==> config.mk <==
export PLATFORM = sky130hd
export DESIGN_NAME = arm32_cpu
export DESIGN_NICKNAME = d
export VERILOG_FILES = /design/src/rtl/arm32_cpu_pkg.sv /design/src/rtl/arm32_cpu_barrel_shifter.sv /design/src/rtl/arm32_cpu.sv
export SDC_FILE = /design/constraint.sdc
export NUM_CORES = 1
export LEC_CHECK = 0
export CAP_MARGIN = 25
export CORE_MARGIN = 2
export CORE_UTILIZATION = 50
export CTS_CLUSTER_DIAMETER = 40
export DETAILED_ROUTE_END_ITERATION = 16
export PLACE_DENSITY_LB_ADDON = 0.15
export RECOVER_POWER = 50
export SLEW_MARGIN = 5
export SYNTH_ARGS = -nofsm -noshare
export SYNTH_HDL_FRONTEND = slang
export SYNTH_SLANG_ARGS = --single-unit
==> constraint.sdc <==
create_clock -name clk -period 4.8 [get_ports clk]
set_input_delay 0.72 -clock clk [delete_from_list [all_inputs] [get_ports clk]]
set_output_delay 0.72 -clock clk [all_outputs]
set_load 0.01 [all_outputs]
==> src/rtl/arm32_cpu_pkg.sv <==
// arm32_cpu_pkg: shared types, flag indices and condition evaluation for the arm32_cpu core
package arm32_cpu_pkg;
  typedef enum logic [3:0] {
    OP_AND, OP_EOR, OP_SUB, OP_RSB, OP_ADD, OP_ADC, OP_SBC, OP_RSC,
    OP_TST, OP_TEQ, OP_CMP, OP_CMN, OP_ORR, OP_MOV, OP_BIC, OP_MVN
  } op_t;
  typedef enum logic [3:0] {
    COND_EQ, COND_NE, COND_CS, COND_CC, COND_MI, COND_PL, COND_VS, COND_VC,
    COND_HI, COND_LS, COND_GE, COND_LT, COND_GT, COND_LE, COND_AL, COND_NV
  } cond_t;
  typedef enum logic [1:0] {SH_LSL, SH_LSR, SH_ASR, SH_ROR} shift_t;
  typedef enum logic [2:0] {RD_A, RD_B, EXEC, WB, DONE} state_t;
  localparam int N_IDX = 3;
  localparam int Z_IDX = 2;
  localparam int C_IDX = 1;
  localparam int V_IDX = 0;
  // Odd codes are the negation of the even code below them; AL/NV fall out as 1/0.
  function automatic logic cond_pass(input cond_t c, input logic [3:0] f);
    logic n, z, cy, v, base;
    n = f[N_IDX];
    z = f[Z_IDX];
    cy = f[C_IDX];
    v = f[V_IDX];
    base = c[3:1] == 3'd0 ? z :
           c[3:1] == 3'd1 ? cy :
           c[3:1] == 3'd2 ? n :
           c[3:1] == 3'd3 ? v :
           c[3:1] == 3'd4 ? cy & ~z :
           c[3:1] == 3'd5 ? n == v :
           c[3:1] == 3'd6 ? ~z & (n == v) : 1'b1;
    return base ^ c[0];
  endfunction
endpackage

==> src/rtl/arm32_cpu_barrel_shifter.sv <==
// arm32_cpu_barrel_shifter: operand2 shifter/rotator with ARM carry-out semantics
module arm32_cpu_barrel_shifter
  import arm32_cpu_pkg::*;
(
  input  logic [31:0] val_in,
  input  logic [7:0]  amt,
  input  shift_t      kind,
  input  logic        cin,
  output logic [31:0] val_out,
  output logic        cout
);
  logic [32:0] lsl, lsr, asr;
  logic [31:0] ror;
  // The extra bit on each side catches the last bit shifted out, giving the carry for free.
  always_comb begin
    lsl = {1'b0, val_in} << amt;
    lsr = {val_in, 1'b0} >> amt;
    asr = $signed({val_in, 1'b0}) >>> amt;
    ror = 32'({val_in, val_in} >> amt[4:0]);
    val_out = amt == 8'd0 ? val_in :
              kind == SH_LSL ? lsl[31:0] :
              kind == SH_LSR ? lsr[32:1] :
              kind == SH_ASR ? asr[32:1] : ror;
    cout = amt == 8'd0 ? cin :
           kind == SH_LSL ? lsl[32] :
           kind == SH_LSR ? lsr[0] :
           kind == SH_ASR ? asr[0] : ror[31];
  end
endmodule

==> src/rtl/arm32_cpu.sv <==
// arm32_cpu: multicycle ARM data-processing core, one instruction per reset-started run
module arm32_cpu
  import arm32_cpu_pkg::*;
(
  input  logic        clk,
  input  logic        rst_n,
  input  logic [31:0] instr,
  output logic        waiting,
  output logic [31:0] status_out,
  output logic [31:0] datapath_out
);
  state_t state, state_nx;
  logic [31:0] rf [16];
  logic [3:0] status, nzcv, nzcv_q;
  logic [31:0] a, b, x, y, res, sh_src, sh_val;
  logic [7:0] sh_amt;
  logic [32:0] sum;
  logic sh_c, sh_cout, rev, inv, cin, arith, is_cmp, pass;
  shift_t sh_kind;
  op_t op;
  logic unused_bits;
  assign unused_bits = ^instr[27:26];
  assign op = op_t'(instr[24:21]);
  assign sh_src = instr[25] ? {24'b0, instr[7:0]} : rf[instr[3:0]];
  assign sh_amt = instr[25] ? {3'b0, instr[11:8], 1'b0} :
                  instr[4] ? rf[instr[11:8]][7:0] : {3'b0, instr[11:7]};
  assign sh_kind = instr[25] ? SH_ROR : shift_t'(instr[6:5]);
  arm32_cpu_barrel_shifter u_shift (
    .val_in(sh_src), .amt(sh_amt), .kind(sh_kind), .cin(status[C_IDX]),
    .val_out(sh_val), .cout(sh_cout)
  );
  // Reverse subtracts swap operands; all subtracts feed the adder an inverted second operand.
  always_comb begin
    rev = op == OP_RSB || op == OP_RSC;
    inv = op inside {OP_SUB, OP_RSB, OP_SBC, OP_RSC, OP_CMP};
    arith = op inside {OP_SUB, OP_RSB, OP_ADD, OP_ADC, OP_SBC, OP_RSC, OP_CMP, OP_CMN};
    is_cmp = op inside {OP_TST, OP_TEQ, OP_CMP, OP_CMN};
    x = rev ? b : a;
    y = inv ? ~(rev ? a : b) : b;
    cin = op inside {OP_ADC, OP_SBC, OP_RSC} ? status[C_IDX] : op inside {OP_SUB, OP_RSB, OP_CMP};
    sum = {1'b0, x} + {1'b0, y} + 33'(cin);
    res = arith ? sum[31:0] :
          op inside {OP_AND, OP_TST} ? a & b :
          op inside {OP_EOR, OP_TEQ} ? a ^ b :
          op == OP_ORR ? a | b :
          op == OP_MOV ? b :
          op == OP_BIC ? a & ~b : ~b;
    nzcv = {res[31], res == 32'd0, arith ? sum[32] : sh_c,
            arith ? (x[31] == y[31]) && (sum[31] != x[31]) : status[V_IDX]};
    pass = cond_pass(cond_t'(instr[31:28]), status);
  end
  always_ff @(posedge clk or negedge rst_n)
    if (!rst_n) state <= RD_A;
    else state <= state_nx;
  always_comb begin
    state_nx = state;
    if (state != DONE) state_nx = state_t'(state + 3'd1);
  end
  always_ff @(posedge clk) begin
    if (state == RD_A) a <= rf[instr[19:16]];
    if (state == RD_B) begin
      b <= sh_val;
      sh_c <= sh_cout;
    end
    if (state == EXEC) begin
      datapath_out <= res;
      nzcv_q <= nzcv;
    end
    if (state == WB && pass) begin
      if (!is_cmp) rf[instr[15:12]] <= datapath_out;
      if (instr[20] || is_cmp) status <= nzcv_q;
    end
  end
  assign waiting = state == DONE;
  assign status_out = {status, 28'b0};
endmodule

Word-level counts from Yosys, hierarchy flattened --
Memories as Yosys holds them, arrays and structs flattened. A register that Yosys moved wholly into a read port is not among the register bits. Cells that the tools add are included.
Storage, ports and cells: word-level logic and storage cells 106, output and inout bits 65, register bits after elaboration 76, bits of input ports 34, memories kept 1, RAM bits 512
Cells by class: equal/unequal tests 30, reduce and logical (&&, ||, !) cells 18, muxes and demuxes 34, add/subtract/negate cells 3, shift-type cells 4, bitwise logic cells 10
Memory list:
- rf | words 16, width 32, read ports 3, clocked after memory_dff 1, wr ports 1, RTL line arm32_cpu.sv:13 | logic [31:0] rf [16];
Operators with widths (count):
- two-way mux 32 bit | 14
- AND 32 bit | 2
- NOT 32 bit | 2
- >> shifter 64 x 5 -> 32 bit | 1
- adder 32 x 32 -> 33 bit | 1
- adder 33 x 1 -> 33 bit | 1
- << shifter 32 x 8 -> 33 bit | 1
- >> shifter 33 x 8 -> 33 bit | 1
- >>> shifter 33 x 8 -> 33 bit | 1
- logical NOT 32 bit | 1
- bitwise OR 32 bit | 1
- bitwise XOR 32 bit | 1
- == test 4 bit (second input constant) | 7
- two-way mux 1 bit | 17
- == test 4 x 3 -> 1 bit (second input constant) | 4
- two-way mux 8 bit | 2
- == test 3 x 2 -> 1 bit (second input constant) | 4
- == test 3 bit (second input constant) | 4
- == test 4 x 2 -> 1 bit (second input constant) | 2
- logical NOT 8 bit | 1
- nonzero test 8 bit | 1
- == test 3 x 1 -> 1 bit (second input constant) | 2
- logical NOT 3 bit | 2
- nonzero test 3 bit | 2
- 19 further kinds | 24

Depth between registers and ports, before layout --
depth in word-level cells 13, mapped depth 25, depth with buffers taken out 18

By module --
Synthesis repeated with hierarchy kept, for this count alone.
Second synthesis, totals: cell total of the unflattened synthesis 2945, area total of the unflattened synthesis 40437.5 um^2
By module, submodules not included:
- arm32_cpu | sequential area each 18572.8 um^2, area an instance 34504.3 um^2, times used 1, cells an instance 2195
- arm32_cpu_barrel_shifter | sequential area each 0.0 um^2, area an instance 5933.2 um^2, times used 1, cells an instance 750

Worst setup path after synthesis --
No wires, ideal clock.
path kind input to register, start input port instr[21], end register nzcv_q[2], data pin, arrival 6.275 ns, path slack -1.631 ns, library setup time 0.157 ns, stages 23, path buffers 7, required time 4.643 ns, cell sequence buf_2 buf_2 buf_2 buf_2 buf_1 buf_2 buf_1 o21ai_0 nand3_1 o221ai_1 fa_1 fa_1 a21o_1 a21oi_1 o21ai_0 a2111o_1 and3_1 o211a_1 or4b_1 a31oi_1 xor2_1 o211ai_1 nor3_1
On the way: cells in the longest elaborated chain, start to end 9, elaborated cells on any way between the ends 36, classes of those cells add/sub: 2; eq/ne: 14; mux: 10; bitwise: 1; reduce/logical: 9
Ends and longest elaborated chain:
- start: declaration | RTL line arm32_cpu.sv:7 | input logic [31:0] instr,
- == test 4 x 2 -> 1 bit or == test 4 x 3 -> 1 bit (tied branches)
- logical OR 1 bit | RTL line arm32_cpu.sv:34 | rev = op == OP_RSB || op == OP_RSC;
- two-way mux 32 bit | RTL line arm32_cpu.sv:39 | y = inv ? ~(rev ? a : b) : b;
- NOT 32 bit | RTL line arm32_cpu.sv:39
- two-way mux 32 bit | RTL line arm32_cpu.sv:39
- adder 32 x 32 -> 33 bit | RTL line arm32_cpu.sv:41 | sum = {1'b0, x} + {1'b0, y} + 33'(cin);
- adder 33 x 1 -> 33 bit | RTL line arm32_cpu.sv:41
- two-way mux 32 bit * | RTL line arm32_cpu.sv:42 | res = arith ? sum[31:0] :
- logical NOT 32 bit * | RTL line arm32_cpu.sv:48 | nzcv = {res[31], res == 32'd0, arith ? sum[32] : sh_c,
- via nzcv[2] | RTL line arm32_cpu.sv:14 | logic [3:0] status, nzcv, nzcv_q;
- end signal: assignment | RTL line arm32_cpu.sv:67 | nzcv_q <= nzcv;
- end: declaration | RTL line arm32_cpu.sv:14
The timed path passes the listed nets; every way through them passes the cells marked *. A chain may end at the register's enable or synchronous reset.

Worst setup path after layout --
start input port instr[24], end register nzcv_q[2], data pin
On the way: cells in the longest elaborated chain, start to end 9, elaborated cells on any way between the ends 36, classes of those cells add/sub: 2; eq/ne: 14; mux: 10; bitwise: 1; reduce/logical: 9
Ends and longest elaborated chain:
- == test 4 x 2 -> 1 bit or == test 4 x 3 -> 1 bit (tied branches)
- logical OR 1 bit | RTL line arm32_cpu.sv:34
- two-way mux 32 bit | RTL line arm32_cpu.sv:39
- NOT 32 bit | RTL line arm32_cpu.sv:39
- two-way mux 32 bit | RTL line arm32_cpu.sv:39
- adder 32 x 32 -> 33 bit | RTL line arm32_cpu.sv:41
- adder 33 x 1 -> 33 bit | RTL line arm32_cpu.sv:41
- two-way mux 32 bit * | RTL line arm32_cpu.sv:42
- via res[4] | RTL line arm32_cpu.sv:15 | logic [31:0] a, b, x, y, res, sh_src, sh_val;
- logical NOT 32 bit * | RTL line arm32_cpu.sv:48
- via nzcv[2] | RTL line arm32_cpu.sv:14
Marked as above.

==> summary.json <==
{
  "outcome": {"value": "finished, violations left"},
  "dpl_cell_area": {"value": 46100, "unit": "µm²"},
  "port_buffers": {"value": 68},
  "power_density": {"value": 321, "unit": "nW/µm²"},
  "via_per_inst": {"value": 6.94},
  "synth_warnings": {"value": 0},
  "fin_crit_share": {"value": 96.7, "unit": "%"},
  "cp_slowest_cell": {"value": "sky130_fd_sc_hd__or4b_2"},
  "post_drt_wl_per_cell": {"value": 33.2, "unit": "µm"},
  "sequentialPowerShare": {"value": 37.6, "unit": "%"},
  "clock-sinks": {"value": 619},
  "delay_heaviest_family_cp": {"value": "simple AND/OR/NAND/NOR gates"},
  "worst_ep_arrival_time": {"value": 5120, "unit": "ps"},
  "worstSkewPairLatency": {"value": 670, "unit": "ps"},
  "post_synth_instance_area": {"value": 40800, "unit": "µm²"},
  "crit_path_cell_trace": {"value": "clkdlybuf4s50_1, buf_4, clkbuf_1, nand2_1, a22o_1, a211o_1, a21oi_1, a21oi_1, nand4bb_1, or4b_2, nor4_1, buf_4, nand4b_1, nor3_1"},
  "share_of_total_power_in_the_clock_network": {"value": 40.7, "unit": "%"},
  "mostFrequentLayoutCell": {"value": "sky130_fd_sc_hd__edfxtp_1"},
  "core.rowCount": {"value": 104},
  "htreeDepth": {"value": 3},
  "fmaxAchievable": {"value": 215, "unit": "MHz"},
  "drt_drc_violations_left": {"value": 0},
  "slew_violations": {"value": 134},
  "drt_first_pass_iters": {"value": 7},
  "via_count_of_the_first_global_routing_pass": {"value": 31800},
  "cts-root-to-sink-buffers": {"value": 3},
  "post_synthesis_sequential_element_count": {"value": 619},
  "clk_pin_slew_worst_setup_hold_paths": {"value": 50, "unit": "ps"},
  "grtUsageTotal": {"value": 37.9, "unit": "%"},
  "postLayoutCellArea": {"value": 48900, "unit": "µm²"},
  "cts_made_buffers": {"value": 84},
  "timing.hold.worst.class": {"value": "in2async"},
  "maxCapViolCount": {"value": 4},
  "globalRouteOverflowTotal": {"value": 0},
  "violated_checks": {"value": "max-capacitance violations, max-slew violations"},
  "timing.setup.critical_path_class": {"value": "in2reg"},
  "final_gp_congestion": {"value": 1.03},
  "synth.lib_cells_used.distinct": {"value": 104},
  "ys_dominant_reg_cell": {"value": "sky130_fd_sc_hd__edfxtp_1"},
  "floorplan.die_area": {"value": 83900, "unit": "µm²"},
  "setup_viol": {"value": 0},
  "instances_no_fill": {"value": 4791},
  "multiInputGateArea": {"value": 20800, "unit": "µm²"},
  "crit_required": {"value": 5280, "unit": "ps"},
  "dp.cells": {"value": 4636},
  "number_of_antenna_diodes": {"value": 0},
  "min_period": {"value": 4640, "unit": "ps"},
  "worst_setup_path_start_kind": {"value": "input pin"},
  "flow.area_growth_from_synthesis": {"value": 20.0, "unit": "%"},
  "netlist_instances": {"value": 3250},
  "vdd_drop_max": {"value": 391, "unit": "µV"},
  "critical_path.max_fanout": {"value": 13},
  "clock_tree.root_cell": {"value": "sky130_fd_sc_hd__clkbuf_16"},
  "endpoint_kind": {"value": "flip-flop"},
  "power.switching_fraction": {"value": 29.6, "unit": "%"},
  "postRouteWirelength": {"value": 159000, "unit": "µm"},
  "dp_worst_setup_slack": {"value": -440, "unit": "ps"},
  "max_slew.worst_pin.slew": {"value": 2640, "unit": "ps"},
  "dr_total_vias": {"value": 33300},
  "rsz0062_at_grt": {"value": "false"},
  "combinational_power_share": {"value": 21.8, "unit": "%"},
  "fill_cells": {"value": 6291},
  "detail_route.iter0.violations": {"value": 4707},
  "synth-seq-area-share": {"value": 45.5, "unit": "%"},
  "initial_core_util": {"value": 50.5, "unit": "%"},
  "hold_viol_final": {"value": 0},
  "post-layout-total-power": {"value": 15.7, "unit": "mW"},
  "antenna_left": {"value": 0},
  "global_route_wire_length_before_repair": {"value": 227000, "unit": "µm"},
  "layout.cells.most_common_list": {"value": "sky130_fd_sc_hd__edfxtp_1, sky130_fd_sc_hd__buf_4, sky130_fd_sc_hd__mux4_2"},
  "grt_antenna_before_repair": {"value": 13},
  "fin_nets": {"value": 3831},
  "finalClockSkew": {"value": 45.3, "unit": "ps"},
  "core-area": {"value": 80700, "unit": "µm²"},
  "maximum_number_of_pins_on_one_net_before_global_route_repair": {"value": 54},
  "power.switching": {"value": 4.65, "unit": "mW"},
  "critical_path.max_stage_delay": {"value": 690, "unit": "ps"},
  "final.setup.worst_slack": {"value": 156, "unit": "ps"},
  "synthArstFlopShare": {"value": 0.485, "unit": "%"},
  "slew-limit-headroom": {"value": -76.1, "unit": "%"},
  "cellLeakagePower": {"value": 17.8, "unit": "nW"},
  "post_route_cells_drive_above_1_share": {"value": 30.6, "unit": "%"},
  "count_of_flip_flops_with_a_built_in_enable_after_synthesis": {"value": 616},
  "die-height": {"value": 290, "unit": "µm"},
  "timing.critical_path.buf_inv": {"value": 4},
  "postSynthAreaPerCell": {"value": 12.5, "unit": "µm²"},
  "dp_hpwl": {"value": 113000, "unit": "µm"},
  "die-width": {"value": 290, "unit": "µm"},
  "regArea": {"value": 18600, "unit": "µm²"},
  "internal_power": {"value": 11.1, "unit": "mW"},
  "tritoncts": {"value": "yes"},
  "holdBufCountCts": {"value": 0},
  "pin_count": {"value": 99}
}
## final timing paths
path	startpoint	endpoint	slack, ps	cells past startpoint
hold reg to reg	nzcv_q[0]$_DFFE_PN_	status[0]$_DFFE_PP_	420	0
min in group clk	nzcv_q[0]$_DFFE_PN_	status[0]$_DFFE_PP_	420	0
max in group asynchronous	rst_n	state[2]$_DFFE_PN0N_	4310	1
hold / removal	rst_n	state[1]$_DFFE_PN0N_	340	1
setup reg to reg	status[1]$_DFFE_PP_	nzcv_q[2]$_DFFE_PN_	280	15
setup / recovery	instr[24]	nzcv_q[2]$_DFFE_PN_	160	14
## kinds of logic after synthesis
| kind of cell | count (synthesis) | synth area share (%) |
|---|---|---|
| buf+inv | 376 | 4.44 |
| xor+xnor | 22 | 0.472 |
| compound gates | 820 | 13.7 |
| mux | 534 | 23.3 |
| simple gates | 744 | 8.36 |
| flops | 619 | 45.5 |
| other cells | 1 | 0.00920 |
| fa+ha+maj | 134 | 4.15 |
## per-stage QoR
| stage | util (%) | setup TNS [ps] | hold WS (ps) |
|---|---|---|---|
| 2_1_floorplan | - | -1460 | 400 |
| 3_3_place_gp | 57.1 | -3760 | 414 |
| 3_5_place_dp | 57.1 | -3220 | 405 |
| 4_1_cts | 60.7 | 0 | 248 |
| 5_1_grt | 60.6 | 0 | 326 |
| 6_report | 60.6 | 0 | 336 |
## flip-flops by register name, summed over array words and instances (netlist names)
| signal | cells |
|---|---|
| nzcv_q | 3 |
| datapath_out | 32 |
| sh_c | 1 |
| b | 32 |
| state | 3 |
| a | 32 |
| rf | 512 |
| status | 4 |
## layer usage
| layer | routed length [µm] | vias up | GRT usage [%] |
|---|---|---|---|
| li1 | - | 13900 | - |
| met1 | 63700 | 16700 | 54.3 |
| met2 | 71000 | 2283 | 57.1 |
| met3 | 17800 | 372 | 8.40 |
| met4 | 6640 | 14 | 14.0 |
| met5 | 99 | - | 0 |
## final cells by class
class                           instances  area share, %
Multi-Input combinational cell       2282           42.4
Tap cell                             1060           2.71
Sequential cell                       619           38.0
Timing Repair Buffer                  579           10.3
Inverter                               97          0.754
Clock inverter                         61           1.54
Clock buffer                           93           4.37
## worst register-to-register path: cells and delay by family, from the launching register on
kind                       cells  cell delay [ps]
xor gates and xnor gates       1              210
AOI/OAI and AO/OA              8             1750
DFF                            1              590
and+or+nand+nor                3              840
adders and majority gates      2              730
buffers and inverters          1              260
## synthesized netlist by cell type, drive strengths merged, types with 37 or more instances
cell | n | area, µm²
o211ai | 37 | 283
inv | 94 | 353
a21oi | 156 | 811
a211oi | 69 | 528
o21ai | 195 | 995
nor2 | 184 | 718
mux4 | 323 | 7270
mux2 | 59 | 672
clkbuf | 105 | 394
buf | 174 | 1050
ha | 132 | 1650
o221ai | 47 | 412
nor3 | 60 | 315
edfxtp | 616 | 18500
o22ai | 59 | 382
nand2 | 283 | 1060
nand3 | 81 | 405
mux2i | 152 | 1550
## what timing repair did
action,CTS,global route
setup buffers,0,0
setup endpoints to repair,0,1
resized for setup,0,2
## power by group through the flow
stage / clock, mW / combinational (mW) / sequential (mW)
detailed placement: 0 / 3.30 / 6.01
floorplan: 0 / 1.79 / 6.01
finish: 6.39 / 3.42 / 5.90
CTS: 6.45 / 3.32 / 5.90
global route: 6.67 / 3.56 / 5.89
global placement: 0 / 3.30 / 6.01
(Power assumes the default switching activity.)
